--- src/rtl/clk_mon_pkg.sv ---
// clk_mon_pkg: FSM state type and width helpers shared by the clock period monitor
package clk_mon_pkg;
  typedef enum logic [1:0] {IDLE, MEASURE, STUCK} state_t;
  function automatic logic [63:0] all_ones(input int w);
    return ~(64'hFFFF_FFFF_FFFF_FFFF << w);
  endfunction
endpackage

--- src/rtl/sync_edge_detect.sv ---
// sync_edge_detect: two-flop synchronizer with single-cycle rise/fall pulses
module sync_edge_detect (
  input  logic clk,
  input  logic rst_n,
  input  logic d,
  output logic level,
  output logic rise,
  output logic fall
);
  logic r_s1, r_s2, r_s3;
  // r_s1/r_s2 synchronize d; r_s3 holds the previous synchronized level for edge detection
  always_ff @(posedge clk) begin
    if (!rst_n) {r_s3, r_s2, r_s1} <= 3'b000;
    else {r_s3, r_s2, r_s1} <= {r_s2, r_s1, d};
  end
  assign level = r_s2;
  assign rise  = r_s2 & ~r_s3;
  assign fall  = ~r_s2 & r_s3;
endmodule

--- src/rtl/clk_period_monitor.sv ---
// clk_period_monitor: measures sig_in rise-to-rise period in clk cycles, tracks min/max, edges and stall
module clk_period_monitor
  import clk_mon_pkg::*;
#(
  parameter int CNT_W   = 16,
  parameter int TIMEOUT = 1024
) (
  input  logic             clk,
  input  logic             rst_n,
  input  logic             sig_in,
  input  logic             clr,
  output logic [CNT_W-1:0] period,
  output logic             period_valid,
  output logic [CNT_W-1:0] period_min,
  output logic [CNT_W-1:0] period_max,
  output logic [31:0]      edge_count,
  output logic             stuck,
  output logic             stuck_level
);
  localparam logic [CNT_W-1:0] P_ONES = CNT_W'(all_ones(CNT_W));
  localparam logic [CNT_W-1:0] P_TO   = CNT_W'(TIMEOUT);

  logic             w_level, w_rise, w_fall, w_edge, w_meas, w_enter;
  state_t           r_state, w_state_nxt;
  logic [CNT_W-1:0] r_cnt, w_cnt_nxt, r_idle, w_idle_nxt;
  logic [CNT_W-1:0] r_period, r_min, r_max;
  logic [31:0]      r_edges;
  logic             r_valid, r_lvl;

  sync_edge_detect u_sync (
    .clk  (clk),
    .rst_n(rst_n),
    .d    (sig_in),
    .level(w_level),
    .rise (w_rise),
    .fall (w_fall)
  );

  assign w_edge = w_rise | w_fall;

  // next-state, counter updates and measurement strobes; a rise always re-arms the period counter
  always_comb begin
    w_idle_nxt  = w_edge ? '0 : (r_idle == P_TO) ? r_idle : r_idle + CNT_W'(1);
    w_cnt_nxt   = w_rise ? CNT_W'(1) : (r_state == MEASURE && r_cnt != P_ONES) ? r_cnt + CNT_W'(1) : r_cnt;
    w_state_nxt = w_rise ? MEASURE :
                  (w_fall && r_state == STUCK) ? IDLE :
                  (r_state != STUCK && w_idle_nxt == P_TO) ? STUCK : r_state;
    w_meas      = w_rise && r_state == MEASURE;
    w_enter     = r_state != STUCK && w_state_nxt == STUCK;
  end

  // state, counters and statistics; clr behaves like reset except for the synchronizer
  always_ff @(posedge clk) begin
    if (!rst_n || clr) begin
      r_state  <= IDLE;
      r_cnt    <= '0;
      r_idle   <= '0;
      r_period <= '0;
      r_valid  <= 1'b0;
      r_min    <= P_ONES;
      r_max    <= '0;
      r_edges  <= '0;
      r_lvl    <= 1'b0;
    end else begin
      r_state <= w_state_nxt;
      r_cnt   <= w_cnt_nxt;
      r_idle  <= w_idle_nxt;
      r_valid <= w_meas;
      if (w_meas) begin
        r_period <= r_cnt;
        r_min    <= (r_cnt < r_min) ? r_cnt : r_min;
        r_max    <= (r_cnt > r_max) ? r_cnt : r_max;
      end
      if (w_rise) r_edges <= r_edges + 32'd1;
      if (w_enter) r_lvl <= w_level;
    end
  end

  assign period       = r_period;
  assign period_valid = r_valid;
  assign period_min   = r_min;
  assign period_max   = r_max;
  assign edge_count   = r_edges;
  assign stuck        = r_state == STUCK;
  assign stuck_level  = r_lvl;
endmodule

--- config.mk ---
export PLATFORM = sky130hd
export DESIGN_NAME = clk_period_monitor
export DESIGN_NICKNAME = d
export VERILOG_FILES = /design/src/rtl/clk_mon_pkg.sv /design/src/rtl/sync_edge_detect.sv /design/src/rtl/clk_period_monitor.sv
export SDC_FILE = /design/constraint.sdc
export NUM_CORES = 1
export LEC_CHECK = 0
export ABC_AREA = 1
export CAP_MARGIN = 10
export CORE_AREA = 2 2 109 111
export CTS_CLUSTER_SIZE = 14
export DETAILED_ROUTE_END_ITERATION = 8
export DIE_AREA = 0 0 111 113
export PLACE_DENSITY = 0.83
export SETUP_SLACK_MARGIN = 0.05
export SYNTH_ARGS = -nofsm -noshare
export SYNTH_HDL_FRONTEND = slang
export SYNTH_SLANG_ARGS = --single-unit
--- constraint.sdc ---
create_clock -name clk -period 4.97 [get_ports clk]
set_clock_uncertainty 0.2 [all_clocks]
set_input_delay 0.994 -clock clk [delete_from_list [all_inputs] [get_ports clk]]
set_output_delay 0.994 -clock clk [all_outputs]
set_load 0.01 [all_outputs]
=== Yosys cells after proc, flatten, opt, wreduce, memory -nomap -nowiden ===
Index checks and enable logic that the tools add are counted.

* Bitwise gates (word level): 5
* Mux-type cells: 7
* Equal/unequal tests: 7
* Add/sub/neg operators: 3
* Reductions and logical operators: 11
* $lt $le $gt $ge: 2

{| class="wikitable"
|+ Operators by type and width
! kind !! count
|-
| adder 16 x 1 -> 16 bit (second input constant) || 2
|-
| adder 32 x 1 -> 32 bit (second input constant) || 1
|-
| equality test 16 x 11 -> 1 bit (second input constant) || 2
|-
| 2-to-1 mux 16 bit || 2
|-
| greater-than comparator 16 bit || 1
|-
| < comparator 16 bit || 1
|-
| != test 16 bit (second input constant) || 1
|-
| 2-to-1 mux 2 bit || 3
|-
| logical AND 1 bit || 5
|-
| equality test 2 bit (second input constant) || 2
|-
| AND reduction 2 bit || 2
|-
| bitwise AND 1 bit || 2
|-
| equality test 2 x 1 -> 1 bit (second input constant) || 1
|-
| 2-to-1 mux 1 bit || 2
|-
| != test 2 bit (second input constant) || 1
|-
| NOT 1 bit || 2
|-
| nonzero test 2 bit || 1
|-
| OR reduction 2 bit || 1
|-
| logical NOT 1 bit || 1
|-
| logical OR 1 bit || 1
|-
| bitwise OR 1 bit || 1
|}

* Register bits: 119
* Input bits: 4
* Logic and storage cells: 48
* Output and inout bits: 83

=== Logic depth before layout (Yosys ltp) ===
* Depth in word-level cells: 11
* Gate-level depth with buffers: 15
* Gate-level depth less buffers: 15

=== Cells and area by module ===
A second synthesis with hierarchy kept.

* Cells, all modules: 882
* Area total of the unflattened synthesis: 6158.4 µm²

{| class="wikitable"
|+ Modules (own cells, without submodules)
! module !! sequential area each (µm²) !! instances !! area each (µm²) !! cells each
|-
| clk_period_monitor || 2322.2 || 1 || 6058.3 || 869
|-
| sync_edge_detect || 60.1 || 1 || 100.1 || 13
|}

=== Worst setup path before layout ===
Ideal clock, no wire load.

* Path kind: input to register
* From: input port clr
* To: register r_period[8], in the netlist period[8]
* Buffers on the path: 2
* Required time: 4.705 ns
* Stages: 7
* Data arrival time: 1.963 ns
* Library setup time: 0.065 ns
* Setup slack: 2.742 ns
* Path through: inv_1 nand2_1 inv_1 clkbuf_1 clkbuf_1 o21ai_0 nor2_1

* Word-level cells in the longest chain between the ends: 1

{| class="wikitable"
|+ RTL lines
! what !! RTL line !! RTL
|-
| start, declared || clk_period_monitor.sv:11 || <nowiki>input logic clr,</nowiki>
|-
| logical OR 1 bit || clk_period_monitor.sv:54 || <nowiki>if (!rst_n || clr) begin</nowiki>
|-
| end signal, assigned || clk_period_monitor.sv:70 || <nowiki>r_period <= r_cnt;</nowiki>
|-
| end, declared || clk_period_monitor.sv:26 || <nowiki>logic [CNT_W-1:0] r_period, r_min, r_max;</nowiki>
|}

No other way between the ends.
A chain may end at the register's enable or synchronous reset.

=== Final worst setup path ===
* From: register u_sync.r_s2, in the netlist u_sync.level
* To: register r_max[8], in the netlist period_max[8]

* Word-level cells in the longest chain between the ends: 3

{| class="wikitable"
|+ RTL lines
! what !! RTL line !! RTL
|-
| start, declared || sync_edge_detect.sv:10 || <nowiki>logic r_s1, r_s2, r_s3;</nowiki>
|-
| start signal, assigned || sync_edge_detect.sv:14 || <nowiki>else {r_s3, r_s2, r_s1} <= {r_s2, r_s1, d};</nowiki>
|-
| bitwise AND 1 bit || sync_edge_detect.sv:17 || <nowiki>assign rise = r_s2 & ~r_s3;</nowiki>
|-
| net u_sync.rise || sync_edge_detect.sv:7 || <nowiki>output logic rise,</nowiki>
|-
| logical AND 1 bit || clk_period_monitor.sv:48 || <nowiki>w_meas = w_rise && r_state == MEASURE;</nowiki>
|-
| AND reduction 2 bit (no line) || -- ||
|-
| end signal, assigned || clk_period_monitor.sv:72 || <nowiki>r_max <= (r_cnt > r_max) ? r_cnt : r_max;</nowiki>
|-
| end, declared || clk_period_monitor.sv:26 ||
|}

The timed path passes the listed nets, and every way through them passes these cells.

==> impl_metrics.csv <==
group,metric,value,unit
setup_path,cp.required,5.07,ns
cells_and_area,final_cells,1110,
pwr,power_density,288,mW/mm²
detailed_routing,dr.pass1.iters,5,
hold_path,min-delay-path-class,"register to register",
timing,fin_setup_tns,0,ns
clocking,cts_sinks,119,
synth,synth_cells,869,
place,dpl.cell_count,1078,
global_routing,grtUsageTotal,0.255,
cells_and_area,fillerInstances,919,
synth,synth_top_area_frac,0.388,
die,die_w,111,µm
synth,yosysSeqAreaShare,0.388,
place,pre_cts_ws,1.82,ns
run_status,status,"finished clean",
synth,synthFlopType,"dfxtp_1",
detailed_routing,drc_errors,0,
timing,fin_crit_sh,0.630,
timing,clock.fmax,319,MHz
die,die_area,0.0125,mm²
synth,synth-seq-cells,119,
timing,fin_crit,3.13,ns
detailed_routing,vias,6077,
cells_and_area,final_cell_area,0.00769,mm²
synth,ys_async_sr_fraction,0,
clocking,cts-resized-gates,0,
synth,avgSynthCellArea,7.06,µm²
synth,syn_nets,910,
detailed_routing,vias_per_cell,5.47,
die,rows,39,
detailed_routing,wirelength,15500,µm
clocking,clk_latency,0.42,ns
clocking,clkTransAtPathRegs,0.06,ns
detailed_routing,drt_iter0_drc,430,
global_routing,grt_max_degree,68,
clocking,cts_tree,"done",
timing,grt_setup_unrepaired,"false",
global_routing,grt_pass1_vias,5756,
clocking,cts_setup_buffers,0,
place,io_buffers,86,
global_routing,antenna_found_initial,0,
timing,setup_viol,0,
global_routing,grt_overflow,0,
die,die_h,113,µm
setup_path,crit_type,"register to register",
detailed_routing,wl_per_cell,14.0,µm
die,core,0.0113,mm²
setup_path,worstSetupEndpointType,"register",
synth,ys_types,35,
clocking,h-tree-depth,4,
place,post_dp_cell_area,0.00711,mm²
synth,synth_area,0.00614,mm²
synth,synth_edf_count,0,
die,initial_core_util,0.544,
die,design.portCount,87,
synth,synth_area_leaders,"dfxtp_1, nand2_1, ha_1",
detailed_routing,ant_nets,0,
pwr,p_leak,3.13,nW
setup_path,start_kind,"register",
clocking,root_buffer,"clkbuf_16",
clocking,ctsHoldBuffers,0,
global_routing,grt_pass1_wl,26700,µm
place,place_congestion,0.892,
place,dp_hpwl,10800,µm
synth,yosys.area.top_type,"dfxtp_1",
cells_and_area,drive_gt1_frac,0.0672,
cells_and_area,area_delta_synth_final,25.3,%
timing,worst_slack,1.84,ns
timing,tightest_slew,1.07,ns
pwr,peakVddDrop,272,µV
synth,ys_warn_count,0,
cells_and_area,antenna_cells,0,
setup_path,cp.arrival,3.24,ns
cells_and_area,fin_nets,995,
clocking,numCtsBuffers,17,
timing,slew_viol_final,0,
timing,hold_viol,0,
job,cap_viol_max_count,0,
setup_path,cp_max_fo,49,
clocking,cts.path.max_buffers,2,
timing,slew-limit-headroom,0.286,
[state kept, by name, indices dropped and copies added (netlist names)]
name and flops:
edge_count 32, period 16, period_max 16, period_min 16
period_valid 1, r_cnt 16, r_idle 16, r_state 2
stuck_level 1, u_sync.level 1, u_sync.r_s1 1, u_sync.r_s3 1
[per-layer routing]
metal / vias to the layer above / wire length [µm] / global-route usage
met5: - / 0 / 0
met3: 21 / 1040 / 0.0568
li1: 3054 / - / -
met1: 2798 / 7000 / 0.326
met2: 204 / 7250 / 0.434
met4: 0 / 210 / 0.0800
[final cells by class]
cell class | count | area [µm²] | share of cell area
clock buffer | 17 | 425 | 0.0553
clock inverter | 15 | 153 | 0.0198
inverter | 125 | 469 | 0.0610
multi-input combinational | 602 | 3200 | 0.416
sequential | 119 | 2380 | 0.310
tap | 143 | 179 | 0.0233
timing repair buffer | 89 | 883 | 0.115
[placed cells by master (no fill, tap or decap), drive strengths merged, types with 2 or more instances in the layout]
cell and n:
nand2 157, inv 128, dfxtp 119, nor2 114
clkdlybuf4s50 86, nand3 80, a21oi 76, o21ai 49
ha 37, nand4 32, nor3 25, clkbuf 17
nor4 8, xor2 7, clkinvlp 5, clkinv 5
o211ai 3, buf 3, nor3b 2, a211oi 2
xnor2 2, bufinv 2
[logic make-up after synthesis]
logic type,count (synthesis),synth area share
and+or+nand+nor,419,0.315
adders and majority gates,37,0.0754
AOI/OAI and AO/OA,137,0.118
DFF,119,0.388
xor gates and xnor gates,9,0.0128
buffers and inverters,148,0.0909
[worst max-delay path, stage by stage (launching register included)]
cell and delay [ns]:
dfxtp_1 0.35, ha_1 0.47, inv_2 0.20, nor2_2 0.13
buf_4 0.40, inv_1 0.15, nor2_2 0.50, nand2_1 0.32
o21ai_0 0.22, nor2_1 0.06
[where the power goes]
| part | total, W | internal [W] | leakage, nW | switching [W] |
|---|---|---|---|---|
| clock network | 0.00120 | 0.000737 | 0.272 | 0.000464 |
| logic | 0.0000518 | 0.0000151 | 1.90 | 0.0000366 |
| registers | 0.000960 | 0.000957 | 0.960 | 0.00000295 |
[cell usage after synthesis, drive strengths merged (2+ instances only)]
cell,instances
a211oi,2
o211ai,3
buf,2
xnor2,2
inv,125
nor2,114
nor4,8
nand3,80
o21ai,49
nand2,157
ha,37
nor3b,2
dfxtp,119
xor2,7
a21oi,76
nor3,25
clkbuf,21
nand4,32
[stage by stage]
step	hold slack (ns)	utilization	power (W)
final	0.219	0.682	0.00221
after CTS	0.220	0.682	0.00222
after global routing	0.245	0.682	0.00228
after global placement	0.199	0.631	0.00103
after floorplan	0.190	-	0.00102
after detailed placement	0.205	0.631	0.00103
[path summary, 6_finish.rpt]
| path | cells after the start | to | from | slack, ns |
|---|---|---|---|---|
| setup / recovery | 9 | period_max[8]$_SDFFE_PP0P_ | u_sync.level$_SDFF_PN0_ | 1.84 |
| hold / removal | 2 | u_sync.level$_SDFF_PN0_ | u_sync.r_s1$_SDFF_PN0_ | 0.22 |
| setup reg to reg | 9 | period_max[8]$_SDFFE_PP0P_ | u_sync.level$_SDFF_PN0_ | 1.84 |
| hold reg to reg | 2 | u_sync.level$_SDFF_PN0_ | u_sync.r_s1$_SDFF_PN0_ | 0.22 |
Note: power is estimated with default switching activity, not from simulation.
